`config.mk`:
```
export PLATFORM = sky130hd
export DESIGN_NAME = ps2_key_tracker_flat
export DESIGN_NICKNAME = d
export VERILOG_FILES = /design/src/rtl/ps2_key_tracker_if.sv /design/src/rtl/ps2_key_tracker.sv /design/src/flat_wrapper.sv
export SDC_FILE = /design/constraint.sdc
export NUM_CORES = 1
export LEC_CHECK = 0
export ABC_AREA = 1
export CORE_MARGIN = 2
export CORE_UTILIZATION = 45
export DETAILED_ROUTE_END_ITERATION = 8
export GPL_TIMING_DRIVEN = 0
export PLACE_DENSITY = 0.61
export SYNTH_ARGS = -nofsm -noshare
export SYNTH_HDL_FRONTEND = slang
export SYNTH_SLANG_ARGS = --single-unit
```
`constraint.sdc`:
```
create_clock -name CLOCK_50 -period 2.4 [get_ports CLOCK_50]
set_clock_uncertainty 0.1 [all_clocks]
set_input_delay 0.36 -clock CLOCK_50 [delete_from_list [all_inputs] [get_ports CLOCK_50]]
set_output_delay 0.36 -clock CLOCK_50 [all_outputs]
set_load 0.02 [all_outputs]
```
`src/rtl/ps2_key_tracker_if.sv`:
```
// ----------------------------------------------------------------------------
// ps2_key_tracker_if
// Byte-stream input and event-FIFO pop bundle for ps2_key_tracker.
//   byte_in/byte_valid : raw PS/2 byte and one-cycle strobe from the receiver
//   ev_ready           : consumer accepts the head event
//   ev_valid           : event FIFO non-empty
//   ev_make/ev_ext/ev_code : head event fields
// master = byte source / event consumer, slave = the tracker.
// ----------------------------------------------------------------------------
interface ps2_key_tracker_if;
    logic [7:0] byte_in;
    logic       byte_valid;
    logic       ev_ready;
    logic       ev_valid;
    logic       ev_make;
    logic       ev_ext;
    logic [7:0] ev_code;

    modport master (
        output byte_in, byte_valid, ev_ready,
        input  ev_valid, ev_make, ev_ext, ev_code
    );

    modport slave (
        input  byte_in, byte_valid, ev_ready,
        output ev_valid, ev_make, ev_ext, ev_code
    );
endinterface

```
`src/rtl/ps2_key_tracker.sv`:
```
// ----------------------------------------------------------------------------
// ps2_key_tracker
// Decodes the PS/2 set-2 byte stream (E0 extended / F0 break prefixes), keeps
// a held bitmap for a table of watched keys and queues make/break events in a
// first-word-fall-through FIFO. Typematic repeats of watched keys are dropped.
// Ports:
//   CLOCK_50, resetn : clock, synchronous active-low reset
//   bus              : byte input and event pop handshake (slave modport)
//   clr_overflow     : clears the sticky overflow flag
//   held             : bit i set while watched key i is down
//   ev_count         : FIFO occupancy
//   overflow         : sticky, an event was dropped on a full FIFO
//   last_code        : last completed scan code
// ----------------------------------------------------------------------------
module ps2_key_tracker #(
    parameter int unsigned           NUM_KEYS  = 8,
    parameter logic [NUM_KEYS*9-1:0] KEY_CODES = {NUM_KEYS{9'h000}},
    parameter int unsigned           DEPTH     = 8,
    parameter bit                    PUSH_ALL  = 1'b0
) (
    input  logic                    CLOCK_50,
    input  logic                    resetn,
    ps2_key_tracker_if.slave        bus,
    input  logic                    clr_overflow,
    output logic [NUM_KEYS-1:0]     held,
    output logic [$clog2(DEPTH):0]  ev_count,
    output logic                    overflow,
    output logic [7:0]              last_code
);

    localparam int unsigned AW = $clog2(DEPTH);
    localparam int unsigned CW = AW + 1;
    localparam int unsigned EW = 10;

    typedef enum logic [1:0] {
        S_IDLE,
        S_EXT,
        S_BRK,
        S_EXT_BRK
    } state_t;

    state_t                r_state;
    logic [NUM_KEYS-1:0]   r_held;
    logic [EW-1:0]         r_mem [DEPTH];
    logic [AW-1:0]         r_rd_ptr;
    logic [AW-1:0]         r_wr_ptr;
    logic [CW-1:0]         r_count;
    logic                  r_ev_valid;
    logic [EW-1:0]         r_head;
    logic                  r_overflow;
    logic [7:0]            r_last_code;

    logic                  w_ignored;
    logic                  w_done;
    logic                  w_make;
    logic                  w_ext;
    logic [NUM_KEYS-1:0]   w_match;
    logic                  w_change;
    logic                  w_push;
    logic                  w_pop;
    logic                  w_full;
    logic                  w_drop;
    logic                  w_wr;
    logic [EW-1:0]         w_entry;
    logic [CW-1:0]         w_count_nxt;
    logic [EW-1:0]         w_head_nxt;

    // Byte classification: acknowledgements / self-test / error bytes never complete a code
    assign w_ignored = bus.byte_in inside {8'hAA, 8'hFA, 8'hFE, 8'hEE, 8'h00, 8'hFF};
    assign w_done    = bus.byte_valid && !w_ignored &&
                       (bus.byte_in != 8'hE0) && (bus.byte_in != 8'hF0) && (bus.byte_in != 8'hE1);
    assign w_make    = (r_state == S_IDLE) || (r_state == S_EXT);
    assign w_ext     = (r_state == S_EXT)  || (r_state == S_EXT_BRK);
    assign w_entry   = {w_make, w_ext, bus.byte_in};

    // Watched-key lookup; duplicate table entries all match together
    always_comb begin
        w_match = '0;
        for (int i = 0; i < int'(NUM_KEYS); i++) begin
            w_match[i] = (KEY_CODES[9*i +: 9] == {w_ext, bus.byte_in});
        end
    end

    // A watched key only generates an event when its held state actually flips
    assign w_change = w_make ? |(w_match & ~r_held) : |(w_match & r_held);
    assign w_push   = w_done && ((|w_match) ? w_change : PUSH_ALL);
    assign w_pop    = r_ev_valid && bus.ev_ready;
    assign w_full   = (r_count == CW'(DEPTH));
    assign w_drop   = w_push && w_full && !w_pop;
    assign w_wr     = w_push && !w_drop;

    // Occupancy and next head-of-queue selection
    always_comb begin
        w_count_nxt = r_count;
        if (w_wr && !w_pop) begin
            w_count_nxt = r_count + CW'(1);
        end else if (!w_wr && w_pop) begin
            w_count_nxt = r_count - CW'(1);
        end

        w_head_nxt = r_head;
        if (w_pop) begin
            // rd_ptr+1 is already written whenever more than one entry is stored
            if (r_count > CW'(1)) begin
                w_head_nxt = r_mem[r_rd_ptr + AW'(1)];
            end else if (w_wr) begin
                w_head_nxt = w_entry;
            end else begin
                w_head_nxt = '0;
            end
        end else if (w_wr && (r_count == '0)) begin
            w_head_nxt = w_entry;
        end
    end

    // Prefix FSM
    always_ff @(posedge CLOCK_50) begin
        if (!resetn) begin
            r_state <= S_IDLE;
        end else if (bus.byte_valid) begin
            if (bus.byte_in == 8'hE0) begin
                r_state <= S_EXT;
            end else if (bus.byte_in == 8'hF0) begin
                case (r_state)
                    S_IDLE:  r_state <= S_BRK;
                    S_EXT:   r_state <= S_EXT_BRK;
                    default: r_state <= r_state;
                endcase
            end else if (bus.byte_in == 8'hE1) begin
                r_state <= S_IDLE;
            end else if (!w_ignored) begin
                r_state <= S_IDLE;
            end
        end
    end

    // Event storage; contents need no reset since occupancy gates every read
    always_ff @(posedge CLOCK_50) begin
        if (w_wr) begin
            r_mem[r_wr_ptr] <= w_entry;
        end
    end

    // Held bitmap, FIFO bookkeeping and status
    always_ff @(posedge CLOCK_50) begin
        if (!resetn) begin
            r_held      <= '0;
            r_rd_ptr    <= '0;
            r_wr_ptr    <= '0;
            r_count     <= '0;
            r_ev_valid  <= 1'b0;
            r_head      <= '0;
            r_overflow  <= 1'b0;
            r_last_code <= '0;
        end else begin
            if (w_done) begin
                r_last_code <= bus.byte_in;
                r_held      <= w_make ? (r_held | w_match) : (r_held & ~w_match);
            end
            if (w_wr) begin
                r_wr_ptr <= r_wr_ptr + AW'(1);
            end
            if (w_pop) begin
                r_rd_ptr <= r_rd_ptr + AW'(1);
            end
            r_count    <= w_count_nxt;
            r_ev_valid <= (w_count_nxt != '0);
            r_head     <= w_head_nxt;
            // A drop in the same cycle as a clear must still leave the flag set
            if (w_drop) begin
                r_overflow <= 1'b1;
            end else if (clr_overflow) begin
                r_overflow <= 1'b0;
            end
        end
    end

    assign held         = r_held;
    assign ev_count     = r_count;
    assign overflow     = r_overflow;
    assign last_code    = r_last_code;
    assign bus.ev_valid = r_ev_valid;
    assign bus.ev_make  = r_head[9];
    assign bus.ev_ext   = r_head[8];
    assign bus.ev_code  = r_head[7:0];

endmodule

```
`src/flat_wrapper.sv`:
```
// flat-port wrapper written by rule: the top's interface ports become plain ports
module ps2_key_tracker_flat 
#(
    parameter int unsigned           NUM_KEYS  = 8,
    parameter logic [NUM_KEYS*9-1:0] KEY_CODES = {NUM_KEYS{9'h000}},
    parameter int unsigned           DEPTH     = 8,
    parameter bit                    PUSH_ALL  = 1'b0
)
  (CLOCK_50, resetn, clr_overflow, held, ev_count, overflow, last_code, bus_byte_in, bus_byte_valid, bus_ev_ready, bus_ev_valid, bus_ev_make, bus_ev_ext, bus_ev_code);
  ps2_key_tracker_if bus_i ();
  input  logic CLOCK_50;
  input  logic resetn;
  input  logic clr_overflow;
  output logic [NUM_KEYS-1:0] held;
  output logic [$clog2(DEPTH):0] ev_count;
  output logic overflow;
  output logic [7:0] last_code;
  input wire logic [$bits(bus_i.byte_in)-1:0] bus_byte_in;
  input wire logic [$bits(bus_i.byte_valid)-1:0] bus_byte_valid;
  input wire logic [$bits(bus_i.ev_ready)-1:0] bus_ev_ready;
  output wire logic [$bits(bus_i.ev_valid)-1:0] bus_ev_valid;
  output wire logic [$bits(bus_i.ev_make)-1:0] bus_ev_make;
  output wire logic [$bits(bus_i.ev_ext)-1:0] bus_ev_ext;
  output wire logic [$bits(bus_i.ev_code)-1:0] bus_ev_code;
  assign bus_i.byte_in = bus_byte_in;
  assign bus_i.byte_valid = bus_byte_valid;
  assign bus_i.ev_ready = bus_ev_ready;
  assign bus_ev_valid = bus_i.ev_valid;
  assign bus_ev_make = bus_i.ev_make;
  assign bus_ev_ext = bus_i.ev_ext;
  assign bus_ev_code = bus_i.ev_code;
  ps2_key_tracker #(.NUM_KEYS(NUM_KEYS), .KEY_CODES(KEY_CODES), .DEPTH(DEPTH), .PUSH_ALL(PUSH_ALL)) u_core (.CLOCK_50(CLOCK_50), .resetn(resetn), .bus(bus_i), .clr_overflow(clr_overflow), .held(held), .ev_count(ev_count), .overflow(overflow), .last_code(last_code));
endmodule
```
==> impl_metrics.yaml <==
synth:
  synth.distinct_cells: 34
  yosys_warnings: 0
  ys.flop_type: "edfxtp_1"
  syn_inst: 431
  synth_area_sq_um: 4590
  postSynthAreaPerCell_sq_um: 10.6
  synth_seq_area_share_pct: 65.4
  synth_edf_count: 80
  ys_seq_elements: 110
  ys_async_sr_fraction_pct: 0
floorplan:
  core_sq_um: 9820
  die_w_um: 105
  rows: 36
  start_util_pct: 46.7
  ioPinCount: 45
  die_area_sq_um: 11000
  fp.dieH_um: 105
power_and_ir_drop:
  power.density_nw_per_um2: 601
  ir_drop_mv: 0.302
  leakage_nw: 2.22
global_routing:
  antenna_found_initial: 0
  grtUsageTotal_pct: 19.1
  grt_max_degree: 19
  grt_first_pass_wirelength_um: 16000
  grt_pass1_vias: 3217
  grt.overflow.total: 0
critical_path:
  worstPathMaxFanout: 10
  rr_startpoint: "u_core.ev_count[0]"
  cp.required_ps: 2590
  crit_path_end_kind: "flip-flop"
  path_delay_family: "compound AO/OA/AOI/OAI gates"
  worst_setup_path_start_kind: "flip-flop"
  reg2reg_to: "u_core.r_head[9]"
  cp_cell_sequence: "inv_1, ha_1, o21ai_1, nand3_1, a21oi_1"
  crit_path_top_delay_cell: "o21ai_1"
  crit_buf_inv: 1
  reg2reg_depth: 5
  r2r_slack_ps: 300
  max_stage_delay_ps: 790
  arrival_ps: 2290
  criticalPathCategory: "flip-flop to flip-flop"
drt:
  vias_per_cell: 4.74
  drc: 0
  vias: 3327
  drt_iter0_drc: 152
  wl_per_cell_um: 14.5
  wl_um: 10200
  drt_pre_antenna_iters: 4
  antenna_left: 0
hold_path:
  min_path_type: "input pin to flip-flop"
  whs_endpoint: "u_core.r_head[0]"
  min_path_cells: 3
  worstHoldStart: "resetn"
sta:
  fmax_mhz: 476
  rsz0062_at_grt: "no"
  finalMaxSlewViolations: 0
  finalHoldViolations: 0
  fin_ws_ps: 298
  period_share_pct: 87.6
  worstMarginPinSlew_ps: 1000
  period_needed_ps: 2100
  setup_violations: 0
  max_slew_margin_pct: 32.8
layout:
  diodes: 0
  final_core_util_pct: 57.6
  drive_gt1_share_pct: 7.73
  stdcell_area_sq_um: 5650
  area_delta_synth_final_pct: 23.2
  final_nets: 580
cts:
  cts_setup_buffers: 0
  ctsResizeCount: 0
  clkLatencyLatePin_ps: 350
  cts_max_level: 3
  holdBufCountCts: 0
  cts_max_path_buffers: 2
  path_clk_slew_ps: 100
  cts-root-buf: "clkbuf_8"
  cts_inserted_buffers: 9
  cts_tree: "yes"
  cts.sinks: 110
place:
  dpl_cell_area_sq_um: 5480
  port_buffers: 43
  place_congestion: 0.899
  place_hpwl_um: 6950
  dp_slack_ps: -17.4
status:
  status: "completed"
flow_run:
  cap_violations: 0
## metal layers
metal | global-route usage (%) | vias to the layer above | part of all wire (%)
li1 | - | 1672 | -
met1 | 25.1 | 1554 | 43
met2 | 31.1 | 90 | 50
met3 | 3.12 | 11 | 6.2
met4 | 9.05 | 0 | 1.3
met5 | 0 | - | 0
## worst register-to-register path: stages, from the launching register on
cell and delay [ps]:
dfxtp_1 420, inv_1 80, ha_1 210, o21ai_1 790
nand3_1 270, a21oi_1 170
## state kept, by name (all words and copies together), names as in the netlist, named ones only
name                 count
u_core.overflow          1
u_core.bus.ev_valid      1
u_core.r_mem            80
u_core.ev_count          4
u_core.r_state           2
u_core.r_head           10
u_core.last_code         8
u_core.r_rd_ptr          3
## cell usage in the layout (no fill, tap or decap), types with 2 or more instances in the layout
master / count
buf_6: 2
conb_1: 80
nand4_1: 3
xor2_1: 3
clkinv_1: 3
clkbuf_1: 11
inv_1: 23
clkinv_2: 2
clkbuf_8: 10
dfxtp_1: 30
a21oi_2: 2
buf_4: 8
nand3_2: 2
buf_2: 6
ha_1: 3
o21ai_0: 54
nand3_1: 19
inv_6: 2
o211ai_1: 19
nor2_1: 92
nand2_2: 2
a21oi_1: 19
edfxtp_1: 80
clkdlybuf4s50_1: 43
nand2_1: 36
nor2_2: 2
## cells by family after synthesis
group / Yosys count / synth area share, %
and+or+nand+nor: 160 / 14.6
DFF: 110 / 65.4
AOI/OAI and AO/OA: 98 / 12.1
buffers and inverters: 55 / 6.22
xor gates and xnor gates: 4 / 0.764
adders and majority gates: 3 / 0.818
other: 1 / 0.0817
## through the flow
step	setup TNS, ps	hold WS (ps)	total power, mW	instances
finish	0	249	3.40	702
global route	0	229	3.55	702
CTS	0	216	3.43	702
detailed placement	-17.4	367	2.45	686
global placement	0	361	2.44	686
floorplan	0	336	2.35	510
## worst max path at each step
stage / start / to / slack [ps] / depth (start not counted)
after CTS: flip-flop / held[4] / 320 / 2
after floorplan: u_core.ev_count[0] / u_core.r_head[8] / 780 / 5
final: u_core.ev_count[0] / u_core.r_head[9] / 300 / 5
after global routing: u_core.ev_count[0] / u_core.r_head[9] / 150 / 5
after global placement: bus_byte_in[0] / u_core.r_state[0] / 30 / 11
after detailed placement: bus_byte_in[0] / u_core.r_state[0] / -20 / 11
## power by group
part	switching, mW	internal [mW]
registers	0.0303	2.16
logic	0.136	0.0790
clock network	0.611	0.381
total	0.778	2.62
## synthesized netlist by cell type, types with 2 or more instances
library cell	number	area, sq um
nand3_2	2	20.0
buf_6	2	22.5
o21ai_0	54	270
nand4_1	3	18.8
clkbuf_1	11	41.3
nand2_2	2	12.5
o211ai_1	19	143
nand2_1	36	135
xor2_1	3	26.3
inv_1	23	86.3
edfxtp_1	80	2400
buf_2	6	30.0
a21oi_1	19	95.1
a21oi_2	2	17.5
ha_1	3	37.5
nor2_2	2	12.5
clkinv_1	2	7.51
nand3_1	19	95.1
dfxtp_1	30	601
buf_4	8	60.1
nor2_1	92	345
## area by class of cell
type                       instances  area [sq um]
buffer                            29           188
sequential                       110          3000
tap                              133           166
timing repair buffer              43           430
clock inverter                     7          47.5
clock buffer                       9           124
multi-input combinational        345          1600
fill                             904          4170
inverter                          26          97.6
Note: power is estimated with default switching activity, not from simulation.
